`src/rtl/mmio_uart_tx.sv`:
```
// Memory-mapped 8N1 UART transmitter: CPU stores feed a byte FIFO, a serializer
// FSM drives a registered tx pin, and a status word is readable in the window.
module mmio_uart_tx #(
    parameter logic [31:0] BASE_ADDR    = 32'hFFFF_0000,
    parameter int          CLKS_PER_BIT = 16,
    parameter int          FIFO_DEPTH   = 8
) (
    input  logic        clk,
    input  logic        reset,
    input  logic [31:0] addr_bus,
    input  logic [31:0] write_data_bus,
    input  logic        write_signal,
    output logic [31:0] read_data_bus,
    output logic        hit,
    output logic        tx
);
    localparam int CNT_W = $clog2(CLKS_PER_BIT);
    localparam int PTR_W = $clog2(FIFO_DEPTH);
    localparam logic [CNT_W-1:0] BAUD_LOAD = CNT_W'(CLKS_PER_BIT - 1);
    localparam logic [PTR_W:0]   CNT_FULL  = (PTR_W + 1)'(FIFO_DEPTH);

    localparam logic [1:0] S_IDLE  = 2'd0;
    localparam logic [1:0] S_START = 2'd1;
    localparam logic [1:0] S_DATA  = 2'd2;
    localparam logic [1:0] S_STOP  = 2'd3;

    logic [1:0]       state_q, state_d;
    logic [CNT_W-1:0] baud_q, baud_d;
    logic [2:0]       bit_q, bit_d;
    logic [7:0]       shift_q, shift_d;
    logic             tx_q, tx_d;
    logic [PTR_W-1:0] wr_ptr_q, wr_ptr_d, rd_ptr_q, rd_ptr_d;
    logic [PTR_W:0]   count_q, count_d;
    logic             ovf_q, ovf_d;
    logic [7:0]       fifo_q [FIFO_DEPTH];

    logic full, empty, busy, push_req, push, pop, ovf_clr;
    logic unused_bits;

    assign hit           = (addr_bus[31:3] == BASE_ADDR[31:3]);
    assign full          = (count_q == CNT_FULL);
    assign empty         = (count_q == '0);
    assign busy          = (state_q != S_IDLE) || !empty;
    assign push_req      = write_signal && hit && !addr_bus[2];
    assign push          = push_req && !full;
    assign ovf_clr       = write_signal && hit && addr_bus[2] && write_data_bus[3];
    assign read_data_bus = (hit && addr_bus[2]) ? {28'b0, ovf_q, busy, empty, full} : 32'b0;
    assign tx            = tx_q;
    assign unused_bits   = ^{write_data_bus[31:8], addr_bus[1:0]};

    // Serializer: every state or bit entry reloads the baud counter; a bit ends at zero.
    always_comb begin
        // NOTE: every always_comb output gets a default first so no path can infer a latch.
        state_d = state_q;
        baud_d  = baud_q;
        bit_d   = bit_q;
        shift_d = shift_q;
        tx_d    = tx_q;
        pop     = 1'b0;
        case (state_q)
            S_IDLE: begin
                tx_d = 1'b1;
                if (!empty) begin
                    pop     = 1'b1;
                    shift_d = fifo_q[rd_ptr_q];
                    tx_d    = 1'b0;
                    baud_d  = BAUD_LOAD;
                    state_d = S_START;
                end
            end
            S_START: begin
                if (baud_q == '0) begin
                    tx_d    = shift_q[0];
                    shift_d = {1'b0, shift_q[7:1]};
                    bit_d   = 3'd0;
                    baud_d  = BAUD_LOAD;
                    state_d = S_DATA;
                end else begin
                    baud_d = baud_q - CNT_W'(1);
                end
            end
            S_DATA: begin
                if (baud_q == '0) begin
                    baud_d = BAUD_LOAD;
                    if (bit_q == 3'd7) begin
                        tx_d    = 1'b1;
                        state_d = S_STOP;
                    end else begin
                        tx_d    = shift_q[0];
                        shift_d = {1'b0, shift_q[7:1]};
                        bit_d   = bit_q + 3'd1;
                    end
                end else begin
                    baud_d = baud_q - CNT_W'(1);
                end
            end
            default: begin
                if (baud_q == '0) begin
                    if (!empty) begin
                        pop     = 1'b1;
                        shift_d = fifo_q[rd_ptr_q];
                        tx_d    = 1'b0;
                        baud_d  = BAUD_LOAD;
                        state_d = S_START;
                    end else begin
                        tx_d    = 1'b1;
                        state_d = S_IDLE;
                    end
                end else begin
                    baud_d = baud_q - CNT_W'(1);
                end
            end
        endcase
    end

    // A push is judged on the registered count, so a full FIFO drops it even when a pop coincides.
    always_comb begin
        wr_ptr_d = wr_ptr_q;
        rd_ptr_d = rd_ptr_q;
        count_d  = count_q;
        ovf_d    = ovf_q;
        if (push) wr_ptr_d = wr_ptr_q + PTR_W'(1);
        if (pop)  rd_ptr_d = rd_ptr_q + PTR_W'(1);
        if (push && !pop)      count_d = count_q + (PTR_W + 1)'(1);
        else if (pop && !push) count_d = count_q - (PTR_W + 1)'(1);
        if (push_req && full)  ovf_d = 1'b1;
        else if (ovf_clr)      ovf_d = 1'b0;
    end

    always_ff @(posedge clk) begin
        // NOTE: state uses non-blocking assignments so every flop samples pre-edge values.
        if (!reset) begin
            state_q  <= S_IDLE;
            baud_q   <= '0;
            bit_q    <= '0;
            shift_q  <= '0;
            tx_q     <= 1'b1;
            wr_ptr_q <= '0;
            rd_ptr_q <= '0;
            count_q  <= '0;
            ovf_q    <= 1'b0;
        end else begin
            state_q  <= state_d;
            baud_q   <= baud_d;
            bit_q    <= bit_d;
            shift_q  <= shift_d;
            tx_q     <= tx_d;
            wr_ptr_q <= wr_ptr_d;
            rd_ptr_q <= rd_ptr_d;
            count_q  <= count_d;
            ovf_q    <= ovf_d;
        end
    end

    // NOTE: FIFO storage has no reset; the pointers and count alone decide which entries are valid.
    always_ff @(posedge clk) begin
        if (push) fifo_q[wr_ptr_q] <= write_data_bus[7:0];
    end
endmodule

```
`config.mk`:
```
export PLATFORM = sky130hd
export DESIGN_NAME = mmio_uart_tx
export DESIGN_NICKNAME = d
export VERILOG_FILES = /design/src/rtl/mmio_uart_tx.sv
export SDC_FILE = /design/constraint.sdc
export NUM_CORES = 1
export LEC_CHECK = 0
export ABC_AREA = 1
export CORE_MARGIN = 4
export CORE_UTILIZATION = 45
export DETAILED_ROUTE_END_ITERATION = 8
export HOLD_SLACK_MARGIN = 0.15
export PLACE_DENSITY = 0.79
export SLEW_MARGIN = 25
export SYNTH_ARGS = -nofsm -noshare
export SYNTH_HDL_FRONTEND = slang
export SYNTH_SLANG_ARGS = --single-unit
export TNS_END_PERCENT = 20
```
`constraint.sdc`:
```
create_clock -name clk -period 3.1 [get_ports clk]
set_input_delay 0.62 -clock clk [delete_from_list [all_inputs] [get_ports clk]]
set_output_delay 0.62 -clock clk [all_outputs]
set_load 0.01 [all_outputs]
```
==> impl_metrics.py, run 1 <==
metrics = {
    "yosys": {
        "synth_cells": 507,
        "syn_avg_cell_area_um2": 9.19,
        "yosys.area_share.simple_pct": 23.9,
        "synthAdderAreaFrac_pct": 3.92,
        "synth_top_family_by_area": "simple AND/OR/NAND/NOR gates",
        "synthMuxAreaShare_pct": 0,
        "ys.warnings.count": 0,
        "synth_compound_area_share_pct": 7.01,
        "seq_area_frac_synth_pct": 55.0,
        "synthDistinctLibCells": 37,
        "ys_ff_latch": 96,
        "syn-cell-area_um2": 4660,
        "synth-xor-area-share_pct": 0.564,
    },
    "global_routing": {
        "grt_use_total_pct": 17.3,
        "grt_pass1_vias": 3468,
        "grt.overflow.total": 0,
        "grt_max_degree": 34,
        "antenna_found_initial": 0,
        "grt_pass1_wl_um": 16100,
    },
    "clock_network": {
        "cts.reportedPaths.clkPinSlew_ns": 0.10,
        "clk_latency_ns": 0.36,
        "cts_setup_buffers": 0,
        "cts_tree": "done",
        "cts.sink_count": 96,
        "cts-htree-levels": 3,
        "cts_buffers": 9,
        "cts.path.max_buffers": 2,
        "ctsRootBufferMaster": "clkbuf_8",
    },
    "route": {
        "drt-wirelength-per-cell_um": 14.0,
        "first_pass_iters": 5,
        "drt-initial-drc-count": 255,
        "antenna_left": 0,
        "vias_per_cell": 5.06,
        "drc": 0,
        "wl_um": 9820,
        "dr_total_vias": 3542,
    },
    "sta": {
        "relSlewSlack_pct": 63.3,
        "holdWs_ns": 0.464,
        "setup_viol": 0,
        "hold_viol": 0,
        "rsz0062_at_grt": "no",
        "worstMarginPinSlew_ns": 0.550,
        "min_period_over_period_pct": 94.1,
        "fmax_ghz": 0.343,
        "fin_skew_ns": 0.00940,
        "slew_viol_final": 0,
        "period_needed_ns": 2.92,
    },
    "critical_path": {
        "crit_path_end_kind": "output pin",
        "critPathRequiredTime_ns": 2.48,
        "endpoint": "hit",
        "cp_max_fo": 3,
        "r2r-start": "count_q[0]",
        "start_kind": "input port",
        "setup.reg_to_reg.worst_slack_ns": 0.72,
        "timing.rr.end": "count_q[3]",
        "worstPathArrival_ns": 2.30,
        "ff2ff_path_depth": 13,
        "startpoint": "addr_bus[18]",
        "critPathKind": "input port to output pin",
    },
    "placement": {
        "dp_cells": 684,
        "gp_congestion": 0.808,
        "port_buffers": 46,
        "hpwl_um": 6810,
    },
    "layout": {
        "nNetsFinal": 643,
        "drive_above_1_share_pct": 9.52,
        "antennaDiodeCount": 0,
        "instances_no_fill": 700,
        "synthToLayoutAreaGrowth_pct": 16.0,
    },
    "job": {
        "maxCapViolations": 0,
    },
    "min_path": {
        "hp-class": "flop to flop",
        "hold_depth": 2,
        "hp-start": "rd_ptr_q[2]",
    },
    "power_and_ir_drop": {
        "total_power_mw": 4.10,
        "p_per_area_nw_per_um2": 759,
        "vdd_drop_max_v": 0.000416,
        "power.leakage_nw": 2.23,
    },
    "die": {
        "ios": 101,
        "core_um2": 9910,
        "dieArea_um2": 12000,
        "num_rows": 36,
        "dieHeight_um": 110,
        "start_util_pct": 47.0,
        "die_w_um": 110,
    },
    "outcome": {
        "status": "finished clean",
    },
}
## critical path, cell delays in order
cell	delay, ns
clkdlybuf4s50_1	0.47
nand2_1	0.06
nor2_1	0.10
nand2_1	0.07
nor2_2	0.12
and2_1	0.18
buf_4	0.13
clkdlybuf4s50_1	0.53
## placed cells by master (no fill, tap or decap), drive strengths merged
master / instances
nand2: 111
nor2: 67
edfxtp: 64
nand3: 64
inv: 46
clkdlybuf4s50: 42
dfxtp: 32
conb: 28
a21oi: 25
o21ai: 21
buf: 14
ha: 13
nor3: 9
clkbuf: 9
dlymetal6s2s: 4
o22ai: 3
a211oi: 3
clkinv: 2
xor2: 2
and2: 1
nand4: 1
and3: 1
xnor2: 1
a31oi: 1
o21bai: 1
fa: 1
clkinvlp: 1
## cell usage after synthesis (all sizes together)
cell type	n	area share (%)
xnor2	1	0.19
inv	41	3.3
edfxtp	64	41
fa	1	0.43
clkbuf	3	0.24
a31oi	1	0.13
and3	1	0.13
nand3	64	7.0
nor3	9	0.97
clkinv	1	0.080
dfxtp	32	14
o21ai	21	2.6
a21oi	25	3.2
o21bai	1	0.16
ha	13	3.5
nand2	111	9.5
xor2	2	0.38
o22ai	3	0.40
a211oi	3	0.48
conb	1	0.080
buf	40	5.9
nor2	67	6.1
and2	1	0.13
nand4	1	0.13
## repair_timing
item | in CTS | in global routing
hold buffers | 0 | 0
cloned | 0 | 0
endpoints found under the setup margin | 1 | 4
resized for setup | 1 | 5
## where the power goes
group	switching (mW)	internal, mW	leakage, nW
Combinational	1.14	0.588	1.30
Clock	0.467	0.306	0.0906
Sequential	0.0974	1.50	0.838
## logic make-up (layout without fill, tap and decap cells)
kind of cell               Yosys count  count (layout)
and+or+nand+nor                    254             254
adders and majority gates           14              14
other                                1              28
buffers and inverters               85             118
xor gates and xnor gates             3               3
DFF                                 96              96
AOI/OAI and AO/OA                   54              54
## registers in the layout (all words and copies together), names as in the netlist, named ones only
name      flops
count_q       4
rd_ptr_q      3
tx            1
baud_q        4
fifo_q       64
wr_ptr_q      3
shift_q       8
state_q       2
bit_q         3
ovf_q         1
## cell type report
type | instances | area, um^2
multi-input cells | 353 | 1760
repair buffers | 60 | 576
fillers | 868 | 4510
flip-flops and latches | 96 | 2560
clock inverters | 7 | 57.6
clock buffers | 9 | 124
inverters | 42 | 158
well taps | 133 | 166
## through the flow
| stage | setup slack, ns | utilization (%) | setup TNS, ns | cell area, um^2 |
|---|---|---|---|---|
| finish | 0.184 | 54.5 | 0 | 5400 |
| detailed placement | -0.0709 | 52.5 | -0.0771 | 5210 |
| global route | 0.106 | 54.5 | 0 | 5400 |
| floorplan | 0.618 | - | 0 | 4760 |
| CTS | 0.0332 | 54.4 | 0 | 5390 |
| global placement | 0.0848 | 52.5 | 0 | 5210 |
## routing by layer
metal / share of wire, % / global-route usage, % / wire length (um) / up-vias
li1: - / - / - / 1741
met1: 39 / 19.2 / 3860 / 1668
met2: 53 / 32.2 / 5200 / 116
met3: 6.1 / 3.93 / 603 / 17
met4: 1.6 / 6.14 / 157 / 0
met5: 0 / 0 / 0 / -
## worst min path at each step
stage          slack (ns)          end
2_1_floorplan        0.43         flop
3_3_place_gp         0.45  rd_ptr_q[2]
3_5_place_dp         0.46         flop
4_1_cts              0.47         flop
5_1_grt              0.49        ovf_q
6_report             0.46         flop
Power figures use the tool's default switching activity.
==> run 2: changes to the inputs <==
Settings changed: CORE_UTILIZATION 45 to 51, CTS_CLUSTER_SIZE from default to 12, PLACE_DENSITY 0.79 to 0.87.
==> run 2 against run 1 <==
  * Count of clock-buffer cells in the layout did not move
  * Die area fell by 11%
  * Worst hold slack improved by 0.011 ns
  * Critical endpoint unchanged
  * Largest power group unchanged
  * Highest routed layer unchanged
==> impl_metrics.py, run 2 (synthesis gave the netlist of run 1 again) <==
metrics = {
    "outcome": {
        "status": "finished clean",
    },
    "critical_path": {
        "setup.reg_to_reg.worst_slack_ns": 0.66,
        "critPathBufInv": 3,
        "critPathTopFamily": "buffers and inverters",
        "max_stage_delay_ns": 0.53,
        "start_kind": "input port",
        "path_cells": "clkdlybuf4s50_1 > nand2_1 > nor2_1 > nand2_1 > nor2_2 > and2_1 > buf_4 > clkdlybuf4s50_1",
        "ff2ff_path_depth": 14,
        "cp_max_fo": 3,
        "worstPathArrival_ns": 2.24,
        "cp_slowest_cell": "clkdlybuf4s50_1",
        "r2r-start": "state_q[0]",
        "critPathRequiredTime_ns": 2.48,
        "crit_path_end_kind": "output pin",
        "timing.rr.end": "count_q[3]",
        "critPathKind": "input port to output pin",
    },
    "layout": {
        "regMostFlops": "fifo_q",
        "reg_top3": "fifo_q (64), shift_q (8)",
        "final_cell_mix": "nand2_1 (105), edfxtp_1 (64), nand3_1 (63), nor2_1 (62), clkdlybuf4s50_1 (42)",
        "finalCoreUtilization_pct": 61.0,
        "nNetsFinal": 643,
        "antennaDiodeCount": 0,
        "largest_reg_flops": 64,
        "fillers": 717,
        "drive_above_1_share_pct": 9.70,
        "synthToLayoutAreaGrowth_pct": 15.4,
        "layout_commonest_cell": "nand2_1",
        "instances_no_fill": 675,
    },
    "sta": {
        "rsz0062_at_grt": "no",
        "slew_viol_final": 0,
        "fin_skew_ns": 0.00423,
        "setup_viol": 0,
        "fmax_ghz": 0.350,
        "period_needed_ns": 2.86,
        "worstMarginPinSlew_ns": 0.569,
        "worst_slack_ns": 0.241,
        "hold_viol": 0,
        "min_period_over_period_pct": 92.2,
        "relSlewSlack_pct": 62.0,
    },
    "clock_network": {
        "ctsRootBufferMaster": "clkbuf_8",
        "cts_tree": "done",
        "cts-htree-levels": 3,
        "cts.path.max_buffers": 2,
        "clk_latency_ns": 0.36,
        "cts.sink_count": 96,
        "cts_buffers": 9,
        "cts.reportedPaths.clkPinSlew_ns": 0.09,
    },
    "route": {
        "first_pass_iters": 5,
        "antenna_left": 0,
        "drt-wirelength-per-cell_um": 14.0,
        "drt-initial-drc-count": 227,
        "wl_um": 9450,
        "drc": 0,
        "dr_total_vias": 3492,
        "vias_per_cell": 5.17,
    },
    "die": {
        "num_rows": 34,
        "start_util_pct": 52.9,
        "ios": 101,
        "die_w_um": 104,
        "core_um2": 8810,
        "dieArea_um2": 10700,
        "dieHeight_um": 104,
    },
    "placement": {
        "gp_congestion": 0.812,
        "dp_slack_ns": -0.0712,
        "hpwl_um": 6610,
        "dp_cells": 659,
        "port_buffers": 46,
    },
    "global_routing": {
        "grt_pass1_wl_um": 15500,
        "antenna_found_initial": 0,
        "grt.overflow.total": 0,
        "grt_max_degree": 34,
        "grt_use_total_pct": 17.8,
        "grt_pass1_vias": 3399,
    },
    "power_and_ir_drop": {
        "power.leakage_nw": 2.24,
        "vdd_drop_max_v": 0.000397,
        "p_per_area_nw_per_um2": 760,
    },
    "job": {
        "maxCapViolations": 0,
    },
    "min_path": {
        "hp-start": "rd_ptr_q[2]",
        "holdPathEnd": "rd_ptr_q[2]",
        "hp-class": "flop to flop",
        "hold_depth": 2,
    },
}
run 2: power breakdown:
group / total [mW] / internal (mW) / switching (mW)
registers: 1.60 / 1.50 / 0.0930
logic: 1.71 / 0.590 / 1.12
clock network: 0.778 / 0.310 / 0.468
run 2: metrics by stage:
stage                     hold WS, ns  power, mW  setup TNS [ns]  cell area, um^2
after floorplan                 0.433       2.98               0             4760
after global routing            0.493       4.39               0             5380
final                           0.475       4.08               0             5380
after detailed placement        0.458       3.31         -0.0712             5170
after global placement          0.449       3.23               0             5170
after CTS                       0.472       4.09               0             5360
run 2: area by class of cell:
| type | instances | area [um^2] | area share, % |
|---|---|---|---|
| clock buffer | 9 | 124 | 2.30 |
| clock inverter | 7 | 61.3 | 1.14 |
| inverter | 42 | 158 | 2.93 |
| multi-input combinational | 353 | 1760 | 32.7 |
| sequential | 96 | 2560 | 47.7 |
| tap | 108 | 135 | 2.51 |
| timing repair buffer | 60 | 576 | 10.7 |
run 2: worst max-delay path by stage:
stage                       startpoint  cells after the start          endpoint  slack [ns]
after floorplan            addr_bus[9]                     16        count_q[3]        0.62
after global placement    addr_bus[25]                     16        count_q[3]        0.08
after detailed placement  addr_bus[20]                     16        count_q[3]       -0.07
after CTS                 addr_bus[20]                      9  read_data_bus[3]        0.06
after global routing      addr_bus[18]                     16        count_q[3]        0.08
final                     addr_bus[25]                      8               hit        0.24
run 2: worst register-to-register path, cell delays in order (launching register included):
cell     delay (ns)
dfxtp_1        0.37
inv_1          0.09
ha_1           0.25
nor2_1         0.17
inv_1          0.07
nand3_2        0.09
ha_1           0.14
inv_1          0.09
ha_1           0.33
a21oi_1        0.17
nand2_1        0.08
a21oi_1        0.12
o21ai_0        0.13
o21ai_0        0.17
a21oi_1        0.06
run 2: repair_timing:
action | CTS | global route
hold buffers | 0 | 0
setup buffers | 0 | 0
resized for setup | 0 | 6
setup endpoints to repair | 0 | 4
run 2: per-layer routing:
layer	wire (um)	part of all wire [%]	vias to the layer above	GRT usage, %
li1	-	-	1738	-
met4	144	1.5	0	6.84
met1	3670	39	1635	20.0
met2	5080	54	105	33.4
met3	561	5.9	14	3.17
met5	0	0	-	0
